`src/rtl/spi_pkg.sv`:
```
// Shared definitions for the serial control bus: frame layout, controller
// states and the peripheral register map.
package spi_pkg;
   localparam int FRAME_W = 16;
   localparam int ADDR_W  = 7;
   localparam int DATA_W  = 8;

   localparam logic RW_WRITE = 1'b1;

   typedef enum logic [2:0] {
      ST_IDLE,
      ST_LEAD,
      ST_SHIFT,
      ST_TRAIL,
      ST_GAP
   } ctrl_state_t;

   localparam logic [ADDR_W-1:0] EN_OUT_7_0  = 7'd0;
   localparam logic [ADDR_W-1:0] EN_OUT_15_8 = 7'd1;
   localparam logic [ADDR_W-1:0] EN_PWM_7_0  = 7'd2;
   localparam logic [ADDR_W-1:0] EN_PWM_15_8 = 7'd3;
   localparam logic [ADDR_W-1:0] PWM_DUTY    = 7'd4;

   function automatic logic [FRAME_W-1:0] pack_frame(
      input logic              rw,
      input logic [ADDR_W-1:0] addr,
      input logic [DATA_W-1:0] data
   );
      return {rw, addr, data};
   endfunction
endpackage

```
`src/rtl/spi_controller_if.sv`:
```
// Command handshake between a requester and the SPI controller.
interface spi_controller_if;
   import spi_pkg::*;

   logic              req_valid;
   logic              req_ready;
   logic              req_rw;
   logic [ADDR_W-1:0] req_addr;
   logic [DATA_W-1:0] req_data;
   logic              busy;
   logic              done;

   modport master (
      output req_valid, req_rw, req_addr, req_data,
      input  req_ready, busy, done
   );

   modport slave (
      input  req_valid, req_rw, req_addr, req_data,
      output req_ready, busy, done
   );
endinterface

```
`src/rtl/spi_sclk_gen.sv`:
```
// SCLK half-period timer: down-counter that pulses half_tick on terminal count
// once every CLK_DIV cycles while running.
module spi_sclk_gen #(
   parameter int unsigned CLK_DIV = 4
) (
   input  logic clk,
   input  logic rst_n,
   input  logic run,
   input  logic clear,
   output logic half_tick
);
   localparam int CNT_W = 8;
   localparam logic [CNT_W-1:0] RELOAD = CNT_W'(CLK_DIV - 1);

   logic [CNT_W-1:0] cnt;

   always_ff @(posedge clk or negedge rst_n) begin
      if (!rst_n) begin
         cnt <= RELOAD;
      end else if (clear) begin
         cnt <= RELOAD;
      end else if (run) begin
         cnt <= (cnt == '0) ? RELOAD : cnt - 1'b1;
      end
   end

   assign half_tick = run && !clear && (cnt == '0);
endmodule

```
`src/rtl/spi_controller.sv`:
```
// SPI mode-0 initiator: serialises one 16-bit {rw, addr, data} frame per
// accepted command on nCS/SCLK/COPI, MSB first, then holds an inter-frame gap.
//
// state    | meaning
// ---------+-------------------------------------------------------------
// ST_IDLE  | nCS high, ready for a command
// ST_LEAD  | nCS low, SCLK low, first bit set up for one half-period
// ST_SHIFT | 16 bits, each one half-period high then (except last) low
// ST_TRAIL | SCLK low one half-period after the last bit, COPI holds bit 0
// ST_GAP   | nCS high for GAP_CYCLES before returning to idle
module spi_controller
   import spi_pkg::*;
#(
   parameter int unsigned CLK_DIV    = 4,
   parameter int unsigned GAP_CYCLES = 8
) (
   input  logic                   clk,
   input  logic                   rst_n,
   spi_controller_if.slave        bus,
   output logic                   nCS,
   output logic                   SCLK,
   output logic                   COPI
);
   localparam int GAP_W = $clog2(GAP_CYCLES);
   localparam logic [GAP_W-1:0] GAP_RELOAD = GAP_W'(GAP_CYCLES - 1);

   ctrl_state_t        state_q, state_d;
   logic               ncs_q, ncs_d;
   logic               sclk_q, sclk_d;
   logic               copi_q, copi_d;
   logic               done_q, done_d;
   logic [FRAME_W-1:0] shreg_q, shreg_d;
   logic [3:0]         bit_cnt_q, bit_cnt_d;
   logic [GAP_W-1:0]   gap_cnt_q, gap_cnt_d;
   logic [FRAME_W-1:0] frame_in;
   logic               half_tick;
   logic               sclk_run;
   logic               sclk_clear;

   assign sclk_run   = (state_q == ST_LEAD) || (state_q == ST_SHIFT) || (state_q == ST_TRAIL);
   assign sclk_clear = (state_q == ST_IDLE) || (state_q == ST_GAP);

   spi_sclk_gen #(.CLK_DIV(CLK_DIV)) u_sclk_gen (
      .clk       (clk),
      .rst_n     (rst_n),
      .run       (sclk_run),
      .clear     (sclk_clear),
      .half_tick (half_tick)
   );

   assign frame_in = pack_frame(bus.req_rw, bus.req_addr, bus.req_data);

   always_ff @(posedge clk or negedge rst_n) begin
      if (!rst_n) begin
         state_q   <= ST_IDLE;
         ncs_q     <= 1'b1;
         sclk_q    <= 1'b0;
         copi_q    <= 1'b0;
         done_q    <= 1'b0;
         shreg_q   <= '0;
         bit_cnt_q <= '0;
         gap_cnt_q <= '0;
      end else begin
         state_q   <= state_d;
         ncs_q     <= ncs_d;
         sclk_q    <= sclk_d;
         copi_q    <= copi_d;
         done_q    <= done_d;
         shreg_q   <= shreg_d;
         bit_cnt_q <= bit_cnt_d;
         gap_cnt_q <= gap_cnt_d;
      end
   end

   always_comb begin
      state_d   = state_q;
      ncs_d     = ncs_q;
      sclk_d    = sclk_q;
      copi_d    = copi_q;
      done_d    = 1'b0;
      shreg_d   = shreg_q;
      bit_cnt_d = bit_cnt_q;
      gap_cnt_d = gap_cnt_q;

      case (state_q)
         ST_IDLE: begin
            if (bus.req_valid) begin
               shreg_d   = frame_in;
               copi_d    = frame_in[FRAME_W-1];
               ncs_d     = 1'b0;
               sclk_d    = 1'b0;
               bit_cnt_d = '0;
               state_d   = ST_LEAD;
            end
         end
         ST_LEAD: begin
            if (half_tick) begin
               sclk_d  = 1'b1;
               state_d = ST_SHIFT;
            end
         end
         ST_SHIFT: begin
            if (half_tick) begin
               if (sclk_q) begin
                  sclk_d = 1'b0;
                  // bit_cnt counts falling edges; the 16th high half ends the frame
                  if (bit_cnt_q == 4'd15) begin
                     state_d = ST_TRAIL;
                  end else begin
                     shreg_d   = {shreg_q[FRAME_W-2:0], 1'b0};
                     copi_d    = shreg_q[FRAME_W-2];
                     bit_cnt_d = bit_cnt_q + 4'd1;
                  end
               end else begin
                  sclk_d = 1'b1;
               end
            end
         end
         ST_TRAIL: begin
            if (half_tick) begin
               ncs_d     = 1'b1;
               copi_d    = 1'b0;
               done_d    = 1'b1;
               gap_cnt_d = GAP_RELOAD;
               state_d   = ST_GAP;
            end
         end
         ST_GAP: begin
            if (gap_cnt_q == '0) begin
               state_d = ST_IDLE;
            end else begin
               gap_cnt_d = gap_cnt_q - 1'b1;
            end
         end
         default: state_d = ST_IDLE;
      endcase
   end

   assign nCS           = ncs_q;
   assign SCLK          = sclk_q;
   assign COPI          = copi_q;
   assign bus.done      = done_q;
   assign bus.req_ready = (state_q == ST_IDLE);
   assign bus.busy      = (state_q != ST_IDLE);
endmodule

```
`src/flat_wrapper.sv`:
```
// flat-port wrapper written by rule: the top's interface ports become plain ports
module spi_controller_flat import spi_pkg::*;
#(
   parameter int unsigned CLK_DIV    = 4,
   parameter int unsigned GAP_CYCLES = 8
)
  (clk, rst_n, nCS, SCLK, COPI, bus_req_valid, bus_req_rw, bus_req_addr, bus_req_data, bus_req_ready, bus_busy, bus_done);
  spi_controller_if bus_i ();
  input  logic clk;
  input  logic rst_n;
  output logic nCS;
  output logic SCLK;
  output logic COPI;
  input wire logic [$bits(bus_i.req_valid)-1:0] bus_req_valid;
  input wire logic [$bits(bus_i.req_rw)-1:0] bus_req_rw;
  input wire logic [$bits(bus_i.req_addr)-1:0] bus_req_addr;
  input wire logic [$bits(bus_i.req_data)-1:0] bus_req_data;
  output wire logic [$bits(bus_i.req_ready)-1:0] bus_req_ready;
  output wire logic [$bits(bus_i.busy)-1:0] bus_busy;
  output wire logic [$bits(bus_i.done)-1:0] bus_done;
  assign bus_i.req_valid = bus_req_valid;
  assign bus_i.req_rw = bus_req_rw;
  assign bus_i.req_addr = bus_req_addr;
  assign bus_i.req_data = bus_req_data;
  assign bus_req_ready = bus_i.req_ready;
  assign bus_busy = bus_i.busy;
  assign bus_done = bus_i.done;
  spi_controller #(.CLK_DIV(CLK_DIV), .GAP_CYCLES(GAP_CYCLES)) u_core (.clk(clk), .rst_n(rst_n), .bus(bus_i), .nCS(nCS), .SCLK(SCLK), .COPI(COPI));
endmodule
```
`config.mk`:
```
export PLATFORM = sky130hd
export DESIGN_NAME = spi_controller_flat
export DESIGN_NICKNAME = d
export VERILOG_FILES = /design/src/rtl/spi_pkg.sv /design/src/rtl/spi_controller_if.sv /design/src/rtl/spi_sclk_gen.sv /design/src/rtl/spi_controller.sv /design/src/flat_wrapper.sv
export SDC_FILE = /design/constraint.sdc
export NUM_CORES = 1
export LEC_CHECK = 0
export CAP_MARGIN = 25
export CORE_MARGIN = 2
export CORE_UTILIZATION = 45
export CTS_CLUSTER_SIZE = 24
export DETAILED_ROUTE_END_ITERATION = 10
export GPL_TIMING_DRIVEN = 0
export PLACE_DENSITY = 0.68
export SLEW_MARGIN = 20
export SYNTH_ARGS = -nofsm -noshare
export SYNTH_HDL_FRONTEND = slang
export SYNTH_HIERARCHICAL = 1
export SYNTH_SLANG_ARGS = --single-unit
```
`constraint.sdc`:
```
create_clock -name clk -period 6.7 [get_ports clk]
set_input_delay 1.005 -clock clk [delete_from_list [all_inputs] [get_ports clk]]
set_output_delay 1.005 -clock clk [all_outputs]
set_load 0.01 [all_outputs]
```
==> results of run 1 <==
[synthesized netlist by cell type, types with 2 or more instances]
cell	n
o31ai_1	2
or3b_2	2
o311ai_0	2
clkbuf_1	3
buf_2	2
ha_1	5
nand2_1	10
dfrtp_1	34
inv_1	12
or4_1	2
nor4b_1	2
a22o_1	2
nand3b_1	3
dfstp_2	3
a21oi_1	13
mux2_4	7
o21ai_0	13
nor3b_1	2
nor2_1	9
nor3_1	3
mux2_2	21
nand3_1	2
[metal layers]
layer  wire length, µm  vias to the layer above  share of wire  track usage
li1                  -                      720              -            -
met1              1740                      758           0.43        0.205
met2              2030                       32           0.51        0.297
met3               159                        7          0.040       0.0513
met4                78                        0          0.019       0.0818
met5                 0                        -              0            0
[power groups by stage]
stage	registers, mW	clock network [mW]	logic [mW]
after floorplan	0.240	0	0.0303
after global placement	0.241	0	0.0517
after detailed placement	0.241	0	0.0559
after CTS	0.237	0.179	0.0560
after global routing	0.238	0.190	0.0609
final	0.237	0.173	0.0550
[cell usage in the layout, fill, tap and decap left out, types with 2 or more instances in the layout]
master,netlist,routed
a21oi_1,13,13
a22o_1,2,2
buf_2,2,3
clkbuf_1,3,3
clkbuf_8,0,7
clkdlybuf4s50_1,0,23
dfrtp_1,34,34
dfstp_2,3,3
ha_1,5,5
inv_1,12,12
mux2_2,21,21
mux2_4,7,7
nand2_1,10,10
nand3_1,2,2
nand3b_1,3,3
nor2_1,9,9
nor3_1,3,3
nor3b_1,2,2
nor4b_1,2,2
o21ai_0,13,13
o311ai_0,2,2
o31ai_1,2,2
or3b_2,2,2
or4_1,2,2
[stage by stage]
stage	hold WS, ns	total power, mW	instances	utilization
finish	0.469	0.465	265	0.563
global route	0.480	0.489	265	0.563
CTS	0.468	0.472	265	0.563
detailed placement	0.458	0.297	257	0.540
global placement	0.450	0.292	256	0.534
floorplan	0.440	0.270	180	-
[final cells by class]
class | instances | area [µm²] | area share
Buffer | 7 | 52.6 | 0.0214
Clock buffer | 7 | 96.3 | 0.0393
Clock inverter | 1 | 5.00 | 0.00204
Inverter | 12 | 45.0 | 0.0184
Multi-Input combinational cell | 124 | 995 | 0.406
Sequential cell | 37 | 930 | 0.379
Tap cell | 52 | 65.1 | 0.0265
Timing Repair Buffer | 25 | 263 | 0.107
[final timing paths]
path                                startpoint             endpoint  slack (ns)
max in group asynchronous                rst_n    u_core/shreg_q[3]        5.62
setup / recovery             u_core/state_q[1]    u_core/shreg_q[7]        3.15
setup reg to reg             u_core/state_q[1]    u_core/shreg_q[7]        3.15
hold / removal             u_core/gap_cnt_q[0]  u_core/gap_cnt_q[0]        0.47
min in group asynchronous                rst_n          u_core/COPI        0.62
hold reg to reg            u_core/gap_cnt_q[0]  u_core/gap_cnt_q[0]        0.47
[logic make-up after synthesis]
group,share of synthesized area
flops,0.460
xor+xnor,0.00433
fa+ha+maj,0.0309
simple gates,0.135
compound gates,0.148
buf+inv,0.0483
mux,0.174
[critical path: stages (launching register included)]
cell and delay, ns:
dfrtp_1 0.47, clkbuf_1 0.37, nor2_1 0.26, nor2_1 0.35
and4_1 0.42, nand2_2 0.14, a2111oi_4 0.50, a21boi_4 0.43
buf_12 0.19, mux2_4 0.30
[state kept, by name, indices dropped and copies added, names as in the netlist]
register / cells
u_core/SCLK: 1
u_core/gap_cnt_q: 3
u_core/u_sclk_gen/cnt: 8
u_core/bit_cnt_q: 4
u_core/nCS: 1
u_core/COPI: 1
u_core/shreg_q: 15
u_core/state_q: 3
u_core/bus.done: 1
==> flow_results.xml, run 1 <==
<?xml version="1.0" encoding="UTF-8"?>
<metrics>
  <group name="floorplan">
    <metric name="design.portCount" unit="">25</metric>
    <metric name="floorplan.die.height" unit="µm">71.0</metric>
    <metric name="core.rowCount" unit="">24</metric>
    <metric name="floorplan.initialDensity" unit="">0.464</metric>
    <metric name="die_width" unit="µm">71.0</metric>
    <metric name="floorplan.core_area" unit="µm²">4350</metric>
    <metric name="design.die.area" unit="µm²">5050</metric>
  </group>
  <group name="route">
    <metric name="postRouteAntennaNets" unit="">0</metric>
    <metric name="routed_wl" unit="mm">4.01</metric>
    <metric name="drc" unit="">0</metric>
    <metric name="drt_first_iter_violations" unit="">93</metric>
    <metric name="avgRoutedWirePerCell" unit="µm">15.1</metric>
    <metric name="drtPass1Iterations" unit="">4</metric>
    <metric name="via_per_inst" unit="">5.72</metric>
    <metric name="route.vias.total" unit="">1517</metric>
  </group>
  <group name="synth">
    <metric name="avgSynthCellArea" unit="µm²">11.2</metric>
    <metric name="synth_nets" unit="">204</metric>
    <metric name="post_synth_inst_count" unit="">180</metric>
    <metric name="edff_count_synth" unit="">0</metric>
    <metric name="synthDominantAreaCellType" unit="">dfrtp_1</metric>
    <metric name="postSynthRegisterBits" unit="">37</metric>
    <metric name="yosys_warnings" unit="">6</metric>
    <metric name="yosys-top-cells-area" unit="">dfrtp_1 (42%), mux2_2 (12%), mux2_4 (5.2%)</metric>
    <metric name="synth_cell_types" unit="">48</metric>
    <metric name="ys_async_rst_share" unit="">1.00</metric>
    <metric name="synth.yosys.seq_area_share" unit="">0.460</metric>
    <metric name="syn-cell-area" unit="µm²">2020</metric>
    <metric name="synth_ff_type" unit="">dfrtp_1</metric>
    <metric name="synth_top_cell_area_share" unit="">0.421</metric>
  </group>
  <group name="setup_path">
    <metric name="worst_setup_path_start_kind" unit="">register</metric>
    <metric name="timing.reg2reg.worst_path_depth" unit="">9</metric>
    <metric name="worst_setup_path_type" unit="">reg -&gt; reg</metric>
    <metric name="worst_ep_arrival_time" unit="ns">3.73</metric>
    <metric name="worstPathMaxFanout" unit="">10</metric>
    <metric name="worst-endpoint-required" unit="ns">6.88</metric>
    <metric name="worst_setup_path_end_kind" unit="">register</metric>
  </group>
  <group name="cts">
    <metric name="number_of_setup_buffers_added_after_cts" unit="">0</metric>
    <metric name="ctsRootBufferMaster" unit="">clkbuf_8</metric>
    <metric name="buffer_levels_on_the_longest_clock_path" unit="">2</metric>
    <metric name="cts_buffers" unit="">5</metric>
    <metric name="clk_pin_slew_worst_paths" unit="ns">0.08</metric>
    <metric name="cts.sinks" unit="">37</metric>
    <metric name="clock_tree.htree_level_count" unit="">2</metric>
    <metric name="insertion_delay" unit="ns">0.30</metric>
    <metric name="post_cts_resize_count" unit="">0</metric>
    <metric name="cts_hold_buf" unit="">0</metric>
    <metric name="tritoncts" unit="">built</metric>
  </group>
  <group name="finish">
    <metric name="share_of_final_layout_standard_cells_stronger_than_drive_strength_1" unit="">0.254</metric>
    <metric name="post-route-cell-area" unit="µm²">2450</metric>
    <metric name="fillerInstances" unit="">356</metric>
    <metric name="insertedDiodeCount" unit="">0</metric>
    <metric name="fin_nets" unit="">236</metric>
    <metric name="syn_to_final_growth" unit="%">21.2</metric>
  </group>
  <group name="power_and_ir_drop">
    <metric name="seq_power_share" unit="">0.510</metric>
    <metric name="power_per_cell_area" unit="nW/µm²">190</metric>
    <metric name="power_leakage" unit="nW">1.09</metric>
    <metric name="net_switching_power_of_the_design" unit="mW">0.108</metric>
    <metric name="ir_worst_vdd" unit="mV">0.110</metric>
    <metric name="comb_power_share" unit="">0.118</metric>
    <metric name="power_switching_share" unit="">0.233</metric>
    <metric name="power_report.internal_total" unit="mW">0.357</metric>
    <metric name="power_frac_clock" unit="">0.372</metric>
  </group>
  <group name="run_status">
    <metric name="outcome" unit="">completed</metric>
  </group>
  <group name="place">
    <metric name="detailedPlace.worstSlack" unit="ns">3.21</metric>
    <metric name="routabilityCongestion" unit="">0.765</metric>
    <metric name="dpl.hpwl" unit="mm">2.89</metric>
    <metric name="number_of_buffer_cells_added_on_primary_ports" unit="">24</metric>
    <metric name="dpl-instance-area" unit="µm²">2350</metric>
  </group>
  <group name="global_routing">
    <metric name="grt_pass1_wl" unit="mm">6.96</metric>
    <metric name="number_of_global_route_vias_before_repair" unit="">1596</metric>
    <metric name="grt.overflow.total" unit="">0</metric>
    <metric name="antenna_found_initial" unit="">0</metric>
    <metric name="grt.total_usage" unit="">0.175</metric>
    <metric name="largest_net_degree_at_the_start_of_global_routing" unit="">24</metric>
  </group>
  <group name="sta">
    <metric name="clock-skew-final" unit="ns">0.00740</metric>
    <metric name="final-max-slew-violation-count" unit="">0</metric>
    <metric name="final.period_utilization" unit="">0.530</metric>
    <metric name="worst_slack" unit="ns">3.15</metric>
    <metric name="slew_headroom" unit="">0.555</metric>
    <metric name="setup_viol_count_final" unit="">0</metric>
    <metric name="worst-slew-pin-transition" unit="ns">0.658</metric>
    <metric name="setup_tns" unit="ns">0</metric>
    <metric name="post-route-min-period" unit="ns">3.55</metric>
    <metric name="clock.fmax" unit="GHz">0.282</metric>
    <metric name="finalHoldViolCount" unit="">0</metric>
    <metric name="grt_setup_unrepaired" unit="">no</metric>
  </group>
  <group name="job">
    <metric name="max_cap_viol_count" unit="">0</metric>
  </group>
  <group name="worst_hold_path">
    <metric name="worst_hold_path_type" unit="">reg -&gt; reg</metric>
    <metric name="hold-path-cell-count" unit="">1</metric>
  </group>
</metrics>
Power figures use the tool's default switching activity.
==> run 2: changes to the inputs <==
PLACE_DENSITY = 0.7   (was 0.68)
clock period = 3.2 ns   (was 6.7 ns; I/O delays follow)
==> run 2 against run 1 <==
  * Combinational power rose by 110%
  * Sequential power rose by 110%
  * Total power rose by 99%
  * Register-to-register slack got worse by 3.0 ns
  * Clock-buffer cell count fell by 1
  * First-iteration DRC count rose by 15%
  * Sequential share of layout area fell by 0.12 points
  * Die area did not move
  * Clock skew fell by 0.0021 ns
  * Critical endpoint is now u_core/shreg_q[5]
  * Largest cell class unchanged
==> flow_results.xml, run 2 (same netlist as run 1, synthesis figures left out) <==
<?xml version="1.0" encoding="UTF-8"?>
<metrics>
  <group name="run_status">
    <metric name="outcome" unit="">completed</metric>
  </group>
  <group name="power_and_ir_drop">
    <metric name="net_switching_power_of_the_design" unit="mW">0.224</metric>
    <metric name="power_leakage" unit="nW">1.11</metric>
    <metric name="seq_power_share" unit="">0.534</metric>
    <metric name="power_per_cell_area" unit="nW/µm²">377</metric>
    <metric name="ir_worst_vdd" unit="mV">0.225</metric>
    <metric name="power_report.internal_total" unit="mW">0.704</metric>
    <metric name="totalPowerFinal" unit="mW">0.928</metric>
    <metric name="comb_power_share" unit="">0.124</metric>
    <metric name="power_frac_clock" unit="">0.342</metric>
    <metric name="power_switching_share" unit="">0.241</metric>
  </group>
  <group name="setup_path">
    <metric name="worst-endpoint-required" unit="ns">3.37</metric>
    <metric name="reg2reg_from" unit="">u_core/state_q[1]</metric>
    <metric name="worst_r2r_endpoint" unit="">u_core/shreg_q[5]</metric>
    <metric name="worst_ep_arrival_time" unit="ns">3.17</metric>
    <metric name="timing.reg2reg.worst_path_depth" unit="">9</metric>
    <metric name="path_cells" unit="">clkbuf_2, nor2_1, nor2_2, and4_2, nand2_2, a2111oi_4, a21boi_4, buf_4, mux2_2</metric>
    <metric name="worst_setup_path_type" unit="">reg -&gt; reg</metric>
    <metric name="worstPathMaxFanout" unit="">10</metric>
    <metric name="worst_setup_path_end_kind" unit="">register</metric>
    <metric name="max_stage_delay" unit="ns">0.49</metric>
    <metric name="worst_setup_path_start_kind" unit="">register</metric>
    <metric name="reg2reg_setup_slack" unit="ns">0.20</metric>
    <metric name="slowest_cp_cell" unit="">dfrtp_1</metric>
  </group>
  <group name="route">
    <metric name="drt_first_iter_violations" unit="">107</metric>
    <metric name="avgRoutedWirePerCell" unit="µm">14.2</metric>
    <metric name="postRouteAntennaNets" unit="">0</metric>
    <metric name="route.vias.total" unit="">1481</metric>
    <metric name="drc" unit="">0</metric>
    <metric name="routed_wl" unit="mm">3.81</metric>
    <metric name="via_per_inst" unit="">5.53</metric>
    <metric name="drtPass1Iterations" unit="">4</metric>
  </group>
  <group name="sta">
    <metric name="post-route-min-period" unit="ns">3.00</metric>
    <metric name="worst-slew-pin-transition" unit="ns">0.680</metric>
    <metric name="finalHoldViolCount" unit="">0</metric>
    <metric name="setup_viol_count_final" unit="">0</metric>
    <metric name="clock-skew-final" unit="ns">0.00533</metric>
    <metric name="final-max-slew-violation-count" unit="">0</metric>
    <metric name="worst_slack" unit="ns">0.199</metric>
    <metric name="clock.fmax" unit="GHz">0.333</metric>
    <metric name="final.period_utilization" unit="">0.938</metric>
    <metric name="slew_headroom" unit="">0.545</metric>
  </group>
  <group name="finish">
    <metric name="syn_to_final_growth" unit="%">21.6</metric>
    <metric name="reg.largest.list" unit="">u_core/shreg_q (15), u_core/u_sclk_gen/cnt (8), u_core/bit_cnt_q (4)</metric>
    <metric name="largest_register_ff_count" unit="">15</metric>
    <metric name="insertedDiodeCount" unit="">0</metric>
    <metric name="fin_nets" unit="">239</metric>
    <metric name="largest_register" unit="">u_core/shreg_q</metric>
    <metric name="leading_cell_type_in_the_layout_fill_and_taps_excluded" unit="">dfrtp_1</metric>
    <metric name="layout_common_cells" unit="">dfrtp_1 (34), clkdlybuf4s50_1 (23), mux2_2 (21), a21oi_1 (13), o21ai_0 (13)</metric>
    <metric name="share_of_final_layout_standard_cells_stronger_than_drive_strength_1" unit="">0.282</metric>
  </group>
  <group name="job">
    <metric name="max_cap_viol_count" unit="">0</metric>
  </group>
  <group name="cts">
    <metric name="clk_pin_slew_worst_paths" unit="ns">0.08</metric>
    <metric name="clock_tree.htree_level_count" unit="">2</metric>
    <metric name="buffer_levels_on_the_longest_clock_path" unit="">2</metric>
    <metric name="insertion_delay" unit="ns">0.29</metric>
    <metric name="ctsRootBufferMaster" unit="">clkbuf_8</metric>
    <metric name="cts.sinks" unit="">37</metric>
    <metric name="cts_buffers" unit="">5</metric>
    <metric name="tritoncts" unit="">built</metric>
  </group>
  <group name="floorplan">
    <metric name="design.portCount" unit="">25</metric>
    <metric name="design.die.area" unit="µm²">5050</metric>
    <metric name="floorplan.die.height" unit="µm">71.0</metric>
    <metric name="core.rowCount" unit="">24</metric>
    <metric name="die_width" unit="µm">71.0</metric>
    <metric name="floorplan.core_area" unit="µm²">4350</metric>
    <metric name="floorplan.initialDensity" unit="">0.464</metric>
  </group>
  <group name="place">
    <metric name="number_of_buffer_cells_added_on_primary_ports" unit="">24</metric>
    <metric name="routabilityCongestion" unit="">0.719</metric>
    <metric name="detailedPlace.worstSlack" unit="ns">-0.353</metric>
    <metric name="dpl.hpwl" unit="mm">2.66</metric>
  </group>
  <group name="global_routing">
    <metric name="number_of_global_route_vias_before_repair" unit="">1475</metric>
    <metric name="largest_net_degree_at_the_start_of_global_routing" unit="">28</metric>
    <metric name="grt.total_usage" unit="">0.172</metric>
    <metric name="grt_pass1_wl" unit="mm">6.79</metric>
    <metric name="antenna_found_initial" unit="">0</metric>
    <metric name="grt.overflow.total" unit="">0</metric>
  </group>
  <group name="worst_hold_path">
    <metric name="worst_hold_path_type" unit="">in -&gt; async</metric>
  </group>
</metrics>
-- run 2: how the worst max path moves through the flow --
stage                                  from            endpoint  slack (ns)  cells past startpoint
final                     u_core/state_q[1]   u_core/shreg_q[5]        0.20                      9
after CTS                 u_core/state_q[1]   u_core/shreg_q[2]        0.04                      9
after global routing      u_core/state_q[1]   u_core/shreg_q[4]      -0.003                      9
after floorplan           u_core/state_q[1]  u_core/shreg_q[10]        0.22                      9
after global placement    u_core/state_q[1]  u_core/shreg_q[11]       -0.30                      9
after detailed placement  u_core/state_q[1]  u_core/shreg_q[14]       -0.35                      9
-- run 2: metrics by stage --
| step | cell area [µm²] | setup TNS (ns) | hold WS [ns] | util | cells |
|---|---|---|---|---|---|
| floorplan | 2020 | 0 | 0.184 | - | 180 |
| global placement | 2330 | -3.57 | 0.456 | 0.534 | 256 |
| detailed placement | 2340 | -4.54 | 0.382 | 0.538 | 257 |
| CTS | 2450 | 0 | 0.0628 | 0.563 | 267 |
| global route | 2460 | -0.00530 | 0.0757 | 0.565 | 268 |
| finish | 2460 | 0 | 0.0703 | 0.565 | 268 |
-- run 2: area by class of cell --
cell class	instances	area, µm²
Inverter	12	45.0
Clock inverter	2	10.0
Fill cell	388	1900
Multi-Input combinational cell	124	1000
Sequential cell	37	930
Buffer	7	55.1
Clock buffer	6	72.6
Timing Repair Buffer	28	278
Tap cell	52	65.1
-- run 2: repair_timing --
item / CTS / global route
resized for setup: 4 / 1
buffers inserted: 2 / 1
hold buffers: 0 / 0
pin swaps: 1 / 1
setup endpoints to repair: 17 / 14
-- run 2: worst max-delay path, delay by kind of cell, from the launching register on --
family | cells | cell delay [ns]
AO/OA/AOI/OAI | 2 | 0.71
flip-flops | 1 | 0.49
multiplexers | 1 | 0.33
buffers and inverters | 2 | 0.45
AND/OR/NAND/NOR | 4 | 0.91
-- run 2: metal layers --
layer,track usage,vias to the layer above,part of all wire
li1,-,727,-
met1,0.218,717,0.46
met2,0.278,32,0.48
met3,0.0370,5,0.045
met4,0.0881,0,0.014
met5,0,-,0
-- run 2: power by group through the flow --
stage,Clock [mW],Combinational [mW],Sequential (mW)
after CTS,0.335,0.117,0.496
after global routing,0.351,0.128,0.498
after global placement,0,0.110,0.504
after floorplan,0,0.0635,0.503
final,0.317,0.115,0.496
after detailed placement,0,0.115,0.504
